<file path="config.mk">
export PLATFORM = sky130hd
export DESIGN_NAME = cv32e40p_tmr_fault_manager_flat
export DESIGN_NICKNAME = d
export VERILOG_FILES = /design/src/rtl/cv32e40p_tmr_fault_manager_if.sv /design/src/rtl/cv32e40p_tmr_fault_manager.sv /design/src/flat_wrapper.sv
export SDC_FILE = /design/constraint.sdc
export NUM_CORES = 1
export LEC_CHECK = 0
export CAP_MARGIN = 20
export CORE_ASPECT_RATIO = 1.2
export CORE_UTILIZATION = 36
export CTS_CLUSTER_DIAMETER = 50
export DETAILED_ROUTE_END_ITERATION = 10
export PLACE_DENSITY = 0.79
export SLEW_MARGIN = 5
export SYNTH_ARGS = -nofsm -noshare
export SYNTH_HDL_FRONTEND = slang
export SYNTH_SLANG_ARGS = --single-unit
</file>
<file path="constraint.sdc">
create_clock -name clk -period 2.2 [get_ports clk]
set_clock_uncertainty 0.05 [all_clocks]
set_input_delay 0.44 -clock clk [delete_from_list [all_inputs] [get_ports clk]]
set_output_delay 0.44 -clock clk [all_outputs]
set_load 0.02 [all_outputs]
</file>
<file path="src/rtl/cv32e40p_tmr_fault_manager_if.sv">
// cv32e40p_tmr_fault_manager_if: replica results, resync handshake and fault status bundle
interface cv32e40p_tmr_fault_manager_if #(
  parameter int WIDTH = 32,
  parameter int CNT_W = 8
);
   logic             valid_i;
   logic [WIDTH-1:0] res1_i;
   logic [WIDTH-1:0] res2_i;
   logic [WIDTH-1:0] res3_i;
   logic             clear_i;
   logic             resync_ack_i;
   logic             resync_req_o;
   logic [1:0]       resync_id_o;
   logic [2:0]       disagree_o;
   logic             uncorrectable_o;
   logic [CNT_W-1:0] err_cnt1_o;
   logic [CNT_W-1:0] err_cnt2_o;
   logic [CNT_W-1:0] err_cnt3_o;
   modport master (
      output valid_i, res1_i, res2_i, res3_i, clear_i, resync_ack_i,
      input  resync_req_o, resync_id_o, disagree_o, uncorrectable_o,
             err_cnt1_o, err_cnt2_o, err_cnt3_o
   );
   modport slave (
      input  valid_i, res1_i, res2_i, res3_i, clear_i, resync_ack_i,
      output resync_req_o, resync_id_o, disagree_o, uncorrectable_o,
             err_cnt1_o, err_cnt2_o, err_cnt3_o
   );
endinterface

</file>
<file path="src/rtl/cv32e40p_tmr_fault_manager.sv">
// cv32e40p_tmr_fault_manager: TMR compare supervisor with streak-driven resync requests
// Optional per-replica error counters are built when CV32E40P_TMR_ERR_CNT_EN is defined.
module cv32e40p_tmr_fault_manager #(
   parameter int WIDTH  = 32,
   parameter int THRESH = 4,
   parameter int CNT_W  = 8
) (
   input logic clk,
   input logic rst_n,
   cv32e40p_tmr_fault_manager_if.slave bus
);
   typedef enum logic [1:0] {MONITOR, REQ, FATAL} state_t;
   state_t           state;
   logic [WIDTH-1:0] r1, r2, r3;
   logic             eq12, eq13, eq23, unc;
   logic [2:0]       f;
   logic [1:0]       fid, s_id, rid;
   logic [7:0]       s_cnt, nxt_cnt;
   logic             req, unc_q;
   logic [2:0]       dis;
   assign r1 = bus.res1_i;
   assign r2 = bus.res2_i;
   assign r3 = bus.res3_i;
   // f is one-hot of the outvoted replica; zero for clean and for all-differ
   always_comb begin
      eq12    = r1 == r2;
      eq13    = r1 == r3;
      eq23    = r2 == r3;
      unc     = !eq12 && !eq13 && !eq23;
      f       = {eq12 && !eq13, eq13 && !eq12, eq23 && !eq12};
      fid     = f[0] ? 2'd1 : f[1] ? 2'd2 : f[2] ? 2'd3 : 2'd0;
      nxt_cnt = fid == 2'd0 ? 8'd0 : fid != s_id ? 8'd1 : s_cnt == 8'hff ? s_cnt : s_cnt + 8'd1;
   end
   always_ff @(posedge clk or negedge rst_n) begin
      if (!rst_n) begin
         state <= MONITOR;
         s_cnt <= '0;
         s_id  <= '0;
         req   <= 1'b0;
         rid   <= '0;
         dis   <= '0;
         unc_q <= 1'b0;
      end else if (bus.clear_i) begin
         state <= MONITOR;
         s_cnt <= '0;
         s_id  <= '0;
         req   <= 1'b0;
         rid   <= '0;
         dis   <= '0;
         unc_q <= 1'b0;
      end else begin
         if (bus.valid_i) dis <= f;
         case (state)
            MONITOR: if (bus.valid_i) begin
               if (unc) begin
                  state <= FATAL;
                  unc_q <= 1'b1;
                  s_cnt <= '0;
                  s_id  <= '0;
               end else if (nxt_cnt == 8'(THRESH)) begin
                  state <= REQ;
                  req   <= 1'b1;
                  rid   <= fid;
                  s_cnt <= '0;
                  s_id  <= '0;
               end else begin
                  s_cnt <= nxt_cnt;
                  s_id  <= fid;
               end
            end
            REQ: if (bus.valid_i && unc) begin
               state <= FATAL;
               unc_q <= 1'b1;
               req   <= 1'b0;
               rid   <= '0;
            end else if (bus.resync_ack_i) begin
               state <= MONITOR;
               req   <= 1'b0;
               rid   <= '0;
            end
            default: ;
         endcase
      end
   end
   assign bus.resync_req_o    = req;
   assign bus.resync_id_o     = rid;
   assign bus.disagree_o      = dis;
   assign bus.uncorrectable_o = unc_q;
`ifdef CV32E40P_TMR_ERR_CNT_EN
   logic [CNT_W-1:0] c1, c2, c3;
   always_ff @(posedge clk or negedge rst_n) begin
      if (!rst_n) begin
         c1 <= '0;
         c2 <= '0;
         c3 <= '0;
      end else if (bus.clear_i) begin
         c1 <= '0;
         c2 <= '0;
         c3 <= '0;
      end else if (bus.valid_i) begin
         c1 <= c1 + CNT_W'(f[0] && c1 != '1);
         c2 <= c2 + CNT_W'(f[1] && c2 != '1);
         c3 <= c3 + CNT_W'(f[2] && c3 != '1);
      end
   end
   assign bus.err_cnt1_o = c1;
   assign bus.err_cnt2_o = c2;
   assign bus.err_cnt3_o = c3;
`else
   assign bus.err_cnt1_o = {CNT_W{1'b0}};
   assign bus.err_cnt2_o = {CNT_W{1'b0}};
   assign bus.err_cnt3_o = {CNT_W{1'b0}};
`endif
endmodule

</file>
<file path="src/flat_wrapper.sv">
// flat-port wrapper written by rule: the top's interface ports become plain ports
module cv32e40p_tmr_fault_manager_flat 
#(
   parameter int WIDTH  = 32,
   parameter int THRESH = 4,
   parameter int CNT_W  = 8
)
  (clk, rst_n, bus_valid_i, bus_res1_i, bus_res2_i, bus_res3_i, bus_clear_i, bus_resync_ack_i, bus_resync_req_o, bus_resync_id_o, bus_disagree_o, bus_uncorrectable_o, bus_err_cnt1_o, bus_err_cnt2_o, bus_err_cnt3_o);
  cv32e40p_tmr_fault_manager_if #(.WIDTH(WIDTH), .CNT_W(CNT_W)) bus_i ();
  input logic clk;
  input logic rst_n;
  input wire logic [$bits(bus_i.valid_i)-1:0] bus_valid_i;
  input wire logic [$bits(bus_i.res1_i)-1:0] bus_res1_i;
  input wire logic [$bits(bus_i.res2_i)-1:0] bus_res2_i;
  input wire logic [$bits(bus_i.res3_i)-1:0] bus_res3_i;
  input wire logic [$bits(bus_i.clear_i)-1:0] bus_clear_i;
  input wire logic [$bits(bus_i.resync_ack_i)-1:0] bus_resync_ack_i;
  output wire logic [$bits(bus_i.resync_req_o)-1:0] bus_resync_req_o;
  output wire logic [$bits(bus_i.resync_id_o)-1:0] bus_resync_id_o;
  output wire logic [$bits(bus_i.disagree_o)-1:0] bus_disagree_o;
  output wire logic [$bits(bus_i.uncorrectable_o)-1:0] bus_uncorrectable_o;
  output wire logic [$bits(bus_i.err_cnt1_o)-1:0] bus_err_cnt1_o;
  output wire logic [$bits(bus_i.err_cnt2_o)-1:0] bus_err_cnt2_o;
  output wire logic [$bits(bus_i.err_cnt3_o)-1:0] bus_err_cnt3_o;
  assign bus_i.valid_i = bus_valid_i;
  assign bus_i.res1_i = bus_res1_i;
  assign bus_i.res2_i = bus_res2_i;
  assign bus_i.res3_i = bus_res3_i;
  assign bus_i.clear_i = bus_clear_i;
  assign bus_i.resync_ack_i = bus_resync_ack_i;
  assign bus_resync_req_o = bus_i.resync_req_o;
  assign bus_resync_id_o = bus_i.resync_id_o;
  assign bus_disagree_o = bus_i.disagree_o;
  assign bus_uncorrectable_o = bus_i.uncorrectable_o;
  assign bus_err_cnt1_o = bus_i.err_cnt1_o;
  assign bus_err_cnt2_o = bus_i.err_cnt2_o;
  assign bus_err_cnt3_o = bus_i.err_cnt3_o;
  cv32e40p_tmr_fault_manager #(.WIDTH(WIDTH), .THRESH(THRESH), .CNT_W(CNT_W)) u_core (.clk(clk), .rst_n(rst_n), .bus(bus_i));
endmodule
</file>
# --- Word-level counts from Yosys, hierarchy flattened ---
# Index checks and enable logic that the tools add are counted.
word_totals:
  word_cells: 83
  romBits: 0
  reg_bits: 19
  mem_bits_rw: 0
  latchBits: 0
  inputBits: 101
  mem_count: 0
op_classes:
  bitwise_logic: 0
  n_lt_le_gt_ge: 0
  n_mul: 0
  n_shift: 0
  muxes: 43
  div: 0
  n_eq_ne: 14
  n_addsub: 1
  n_reduce_logical: 18
op_table:
  columns: ["op", "count"]
  rows:
  - ["== test 32 bit", 3]
  - ["two-way mux 8 bit", 8]
  - ["two-way mux 2 bit", 19]
  - ["two-way mux 1 bit", 10]
  - ["inequality test 3 x 2 -> 1 bit (second input constant)", 3]
  - ["adder 8 x 1 -> 8 bit (second input constant)", 1]
  - ["== test 8 x 3 -> 1 bit (second input constant)", 1]
  - ["== test 8 bit (second input constant)", 1]
  - ["one-hot mux 2 bit (2 select lines)", 2]
  - ["AND reduction 4 bit", 2]
  - ["logical AND 1 bit", 6]
  - ["two-way mux 3 bit", 2]
  - ["inequality test 3 bit (second input constant)", 2]
  - ["AND reduction 5 bit", 1]
  - ["logical NOT 2 bit", 2]
  - ["inequality test 4 x 2 -> 1 bit (second input constant)", 1]
  - ["inequality test 4 x 3 -> 1 bit (second input constant)", 1]
  - ["one-hot mux 1 bit (2 select lines)", 2]
  - ["nonzero test 2 bit", 2]
  - ["logical NOT 1 bit", 3]
  - ["nonzero test 3 bit", 1]
  - ["== test 2 x 1 -> 1 bit (second input constant)", 1]
  - ["inequality test 2 bit", 1]
  - ["AND reduction 2 bit", 1]

# --- Longest topological paths before layout ---
logic_depth:
  word_depth: 15
  depth_mapped: 13
  mapped_depth_nobuf: 12

# --- Worst setup path before layout ---
# Ideal clock, no wire load.
synth_timing:
  path_kind: "input-to-reg"
  from: "input port bus_res2_i[7]"
  to: "register u_core.req (netlist: u_core.bus.resync_req_o)"
  cell_stages: 13
  setup_slack_ps: -504
  path_buffers: 1
  arrival_ps: 2518
  cell_sequence: "xnor2_1 -> nand4_1 -> nor4_1 -> and4_1 -> buf_6 -> ha_1 -> inv_1 -> nand3_1 -> nor4b_1 -> a31o_2 -> o31ai_2 -> nor4b_2 -> o21ai_0"
synth_via:
  elab_chain_cells: 11
synth_rtl:
  columns: ["item", "line", "source"]
  rows:
  - ["start: declaration", "flat_wrapper.sv:14", "input wire logic [$bits(bus_i.res2_i)-1:0] bus_res2_i;"]
  - ["== test 32 bit", "cv32e40p_tmr_fault_manager.sv:26", "eq12 = r1 == r2;"]
  - ["logical AND 1 bit or logical NOT 1 bit (tied branches)", "cv32e40p_tmr_fault_manager.sv:30, cv32e40p_tmr_fault_manager.sv:29", null]
  - ["two-way mux 2 bit or logical AND 1 bit (tied branches)", "cv32e40p_tmr_fault_manager.sv:31, cv32e40p_tmr_fault_manager.sv:30", null]
  - ["two-way mux 2 bit (2 in series)", "cv32e40p_tmr_fault_manager.sv:31", "fid = f[0] ? 2'd1 : f[1] ? 2'd2 : f[2] ? 2'd3 : 2'd0;"]
  - ["inequality test 2 bit", "cv32e40p_tmr_fault_manager.sv:32", "nxt_cnt = fid == 2'd0 ? 8'd0 : fid != s_id ? 8'd1 : s_cnt == 8'hff ? s_cnt : s_cnt + 8'd1;"]
  - ["two-way mux 8 bit (2 in series)", "cv32e40p_tmr_fault_manager.sv:32", null]
  - ["== test 8 x 3 -> 1 bit", "cv32e40p_tmr_fault_manager.sv:60", "end else if (nxt_cnt == 8'(THRESH)) begin"]
  - ["inequality test 3 x 2 -> 1 bit (no source line)", null, null]
  - ["AND reduction 5 bit (no source line)", null, null]
  - ["end signal: assignment", "cv32e40p_tmr_fault_manager.sv:39", "req <= 1'b0;"]
  - ["end signal: assignment", "cv32e40p_tmr_fault_manager.sv:62", "req <= 1'b1;"]
  - ["end signal: assignment", "cv32e40p_tmr_fault_manager.sv:74", "req <= 1'b0;"]
  - ["end: declaration", "cv32e40p_tmr_fault_manager.sv:19", "logic req, unc_q;"]
# Parallel ways exist; a longest one is shown, timed or not.
# A chain may end at the register's enable or synchronous reset.

# --- Worst setup path after layout ---
layout_timing:
  from: "input port bus_res3_i[2]"
  to: "register u_core.s_id[0]"
layout_via:
  elab_chain_cells: 15
layout_rtl:
  columns: ["item", "line", "source"]
  rows:
  - ["start: declaration", "flat_wrapper.sv:15", "input wire logic [$bits(bus_i.res3_i)-1:0] bus_res3_i;"]
  - ["== test 32 bit", "cv32e40p_tmr_fault_manager.sv:27", "eq13 = r1 == r3;"]
  - ["logical NOT 1 bit", "cv32e40p_tmr_fault_manager.sv:29, cv32e40p_tmr_fault_manager.sv:30", null]
  - ["logical AND 1 bit", "cv32e40p_tmr_fault_manager.sv:30", "f = {eq12 && !eq13, eq13 && !eq12, eq23 && !eq12};"]
  - ["two-way mux 2 bit (3 in series)", "cv32e40p_tmr_fault_manager.sv:31", null]
  - ["inequality test 2 bit", "cv32e40p_tmr_fault_manager.sv:32", null]
  - ["two-way mux 8 bit (2 in series)", "cv32e40p_tmr_fault_manager.sv:32", null]
  - ["== test 8 x 3 -> 1 bit", "cv32e40p_tmr_fault_manager.sv:60", null]
  - ["two-way mux 2 bit", "cv32e40p_tmr_fault_manager.sv:60", null]
  - ["two-way mux 2 bit (*)", "cv32e40p_tmr_fault_manager.sv:55", "if (unc) begin"]
  - ["two-way mux 2 bit (*)", "cv32e40p_tmr_fault_manager.sv:54", "MONITOR: if (bus.valid_i) begin"]
  - ["two-way mux 2 bit (*)", "cv32e40p_tmr_fault_manager.sv:53", "case (state)"]
  - ["two-way mux 2 bit (*)", "cv32e40p_tmr_fault_manager.sv:43", "end else if (bus.clear_i) begin"]
  - ["end signal: assignment", "cv32e40p_tmr_fault_manager.sv:68", "s_id <= fid;"]
  - ["end: declaration", "cv32e40p_tmr_fault_manager.sv:17", "logic [1:0] fid, s_id, rid;"]
# Mark *: on every way between the ends. The rest lies on a longest branch, timed or not. The select of a mux whose other input is x is not followed.

==> reports/summary.txt <==
==================================================================================
Status                                                                complete, but fails checks
Violated checks                                                       negative setup slack
Starting density of the core                                                0.3730
Number of placed instances, taps included                                      553
All-layer global routing usage                                              0.2526
Length in cells of the worst reg-to-reg path                                    11
Share of the clock period used by the worst path                             1.307
Max-slew headroom                                                           0.5686
DRT antenna net count                                                            0
Fraction of layout instances using a drive strength above 1                 0.5041
Crit Path Max Fanout                                                             3
Global placer's final weighted congestion                                   0.8677
FF-to-FF Start                                                        u_core.s_cnt[0]$_DFFE_PN0P_
Max-Cap Viols                                                                    0
Final-stage net count                                                          590
Count of state elements after synthesis                                         19
Initial antenna violation count                                                  0
Detailed-placement wirelength estimate                                     6796 um
Top area cells in the synthesized netlist                             sky130_fd_sc_hd__xnor2_1, sky130_fd_sc_hd__dfrtp_1, sky130_fd_sc_hd__buf_4
Post-route DRC                                                                   0
Tot Pwr                                                                 0.001221 W
Worst setup slack for register-to-register paths                          -0.37 ns
Die area                                                                6969 sq um
Cell chain of the critical path                                       clkbuf_2 > xnor2_1 > nand4_1 > nor4_2 > nand2_1 > ha_4 > inv_4 > nand3_4 > nor4b_4 > a31o_2 > o31ai_4 > buf_4 > nor2_1 > o31ai_1
Clock slew seen by the registers of the worst setup and hold paths         0.08 ns
Number of I/O pins                                                             132
Cell accounting for the most synthesized area                         sky130_fd_sc_hd__xnor2_1
Buffers added on ports                                                         107
TritonCTS clock tree                                                         built
Post-Route WL                                                              9228 um
Critical path required time                                                2.32 ns
Area post-placement                                                     4135 sq um
Overall die height                                                        91.25 um
Endpoint type of the worst setup path                                         flop
Most common library cell in the layout ignoring fill and taps         sky130_fd_sc_hd__buf_4
Least setup slack across all paths after layout                         -0.6754 ns
Number of hold violations in the final report                                    0
Slew @ Worst Pin                                                         0.6390 ns
Clock root cell                                                       sky130_fd_sc_hd__clkbuf_8
Core Area                                                               6406 sq um
Count of flip-flops with a built-in enable after synthesis                       0
Sequential cell area fraction in the yosys report                           0.1990
Max Fclk                                                                 347.8 MHz
Signed area change from the synthesized netlist to the final layout         87.33%
Drt first pass iters                                                             4
Number of global-route vias before repair                                    3,013
Remaining global-route overflow                                                  0
Worst path arrival time                                                    3.00 ns
Design area                                                             4477 sq um
Post-synthesis cell type count                                                  46
Final Max Tran Viols                                                             0
Via density per instance                                                     5.063
First-pass GRT wire length                                               14,010 um
# diodes                                                                         0
Worst-skew pair later-pin latency                                          0.27 ns
Total clock buffers created by CTS                                               3
Leakage power summed over all cells                                       2.041 nW
Number of standard cells after synthesis                                       283
Clock sinks                                                                     19
Level count of the clock H-tree                                                  1
Number of standard cells in the layout, taps in and fillers out                569
Delay contributed by the slowest stage of the critical path                0.38 ns
Mean Syn Cell Area                                                     8.444 sq um
Pin count of the biggest net entering global routing                            20
Kind of critical path                                                 input port to flop
Placement-stage worst setup slack                                        -1.482 ns
Detailed-route via count                                                     2,881
Average routed wire per standard cell                                     16.22 um
CP max stage cell                                                     sky130_fd_sc_hd__nor4_2
Netlist area before placement                                           2390 sq um
First-iteration detailed-routing DRC count                                     101
Fraction of synthesized cell area taken by the top area cell type           0.3298
Max VDD drop                                                           0.0001777 V
Setup violation total in the final timing report                                16
TNS Setup                                                                -7.781 ns
Min cycle time layout                                                     2.875 ns
Dominant register cell in the synthesized netlist                     sky130_fd_sc_hd__dfrtp_1
Hold Path Class                                                       input port to async pin
Category of the worst setup path launch point                           input port
Cell Rows                                                                       32
Number of warning messages in the yosys log                                      0
Top library cells by usage in the layout, fill and taps aside         sky130_fd_sc_hd__buf_4, sky130_fd_sc_hd__xnor2_1, sky130_fd_sc_hd__buf_2
PwrDens                                                               272.8 nW/um^2
Max Buffers Root-to-Sink                                                         2
Terminus of the critical flop-to-flop path                            u_core.s_id[0]$_DFFE_PN0P_
Overall die width                                                         76.38 um
Asr flop ratio synth                                                         1.000
Setup repair after global routing missed its margin                           true
==================================================================================
registers in the layout (all words and copies together), names as in the netlist:
signal,count
u_core.s_id,2
u_core.bus.disagree_o,3
u_core.bus.resync_req_o,1
u_core.bus.resync_id_o,2
u_core.s_cnt,8
u_core.bus.uncorrectable_o,1
u_core.state,2
per-layer routing:
layer  vias to the layer above  part of all wire  GRT usage
met5                         -                 0          0
met4                         0             0.055     0.1282
met3                        41             0.066    0.03719
met2                       161              0.55     0.5068
met1                      1328              0.33     0.2440
li1                       1351                 -          -
critical path, delay by kind of cell:
kind,cells,cell delay [ns]
and+or+nand+nor,6,0.92
AOI/OAI and AO/OA,3,0.79
buffers and inverters,3,0.34
adders and majority gates,1,0.33
xor gates and xnor gates,1,0.18
layout make-up:
type	instances	area (sq um)
Fill cell	478	1929
Timing Repair Buffer	202	1534
Clock buffer	3	41.29
Clock inverter	1	7.507
Sequential cell	19	475.5
Tap cell	85	106.4
Inverter	9	43.79
Multi-Input combinational cell	250	2268
synth_stat cells, types with 3 or more instances:
cell                        n
sky130_fd_sc_hd__xnor2_1   90
sky130_fd_sc_hd__buf_4     24
sky130_fd_sc_hd__nand4_1   23
sky130_fd_sc_hd__dfrtp_1   19
sky130_fd_sc_hd__nand2_1   16
sky130_fd_sc_hd__nor2_1    16
sky130_fd_sc_hd__xor2_1     8
sky130_fd_sc_hd__inv_1      7
sky130_fd_sc_hd__nand3_1    7
sky130_fd_sc_hd__nor4_1     7
sky130_fd_sc_hd__nor3_1     6
sky130_fd_sc_hd__o21ai_0    6
sky130_fd_sc_hd__a21oi_1    4
sky130_fd_sc_hd__a31oi_1    4
sky130_fd_sc_hd__ha_1       4
sky130_fd_sc_hd__clkbuf_1   3
logic make-up after synthesis:
kind of cell | count (synthesis) | share of synthesized area
buffers and inverters | 37 | 0.09895
multiplexers | 3 | 0.01414
XOR/XNOR | 98 | 0.3592
adder cells (fa/ha/maj) | 4 | 0.02094
AO/OA/AOI/OAI | 32 | 0.1016
flip-flops | 19 | 0.1990
other | 1 | 0.001569
AND/OR/NAND/NOR | 89 | 0.2047
report_power, final:
part	switching (W)	internal (W)	total (W)
Sequential	0.00000222	0.000352	0.000354
Combinational	0.000274	0.000335	0.000609
Clock	0.000131	0.000128	0.000259
stage by stage:
stage          hold WS [ns]  utilization
3_3_place_gp         0.4308       0.6455
5_1_grt              0.4836       0.6988
2_1_floorplan       0.09441            -
4_1_cts              0.4591       0.6807
6_report             0.4482       0.6988
3_5_place_dp         0.4460       0.6455
worst max-delay path by stage:
stage / startpoint / endpoint / slack, ns / depth (start not counted)
2_1_floorplan: bus_res2_i[21] / u_core.bus.resync_id_o[1]$_DFFE_PN0P_ / -0.44 / 13
3_3_place_gp: bus_res1_i[2] / u_core.bus.resync_id_o[1]$_DFFE_PN0P_ / -1.23 / 13
3_5_place_dp: bus_res2_i[28] / u_core.bus.resync_id_o[1]$_DFFE_PN0P_ / -1.48 / 13
4_1_cts: bus_res1_i[21] / u_core.bus.resync_id_o[1]$_DFFE_PN0P_ / -0.55 / 13
5_1_grt: bus_res3_i[4] / u_core.s_id[0]$_DFFE_PN0P_ / -0.79 / 14
6_report: bus_res3_i[2] / u_core.s_id[0]$_DFFE_PN0P_ / -0.68 / 14
repair_timing:
item,CTS,global route
pin swaps,72,51
cloned,1,0
hold buffers,0,0
setup endpoints to repair,19,16
resized for setup,328,83
setup buffers,7,6
(Power assumes the default switching activity.)
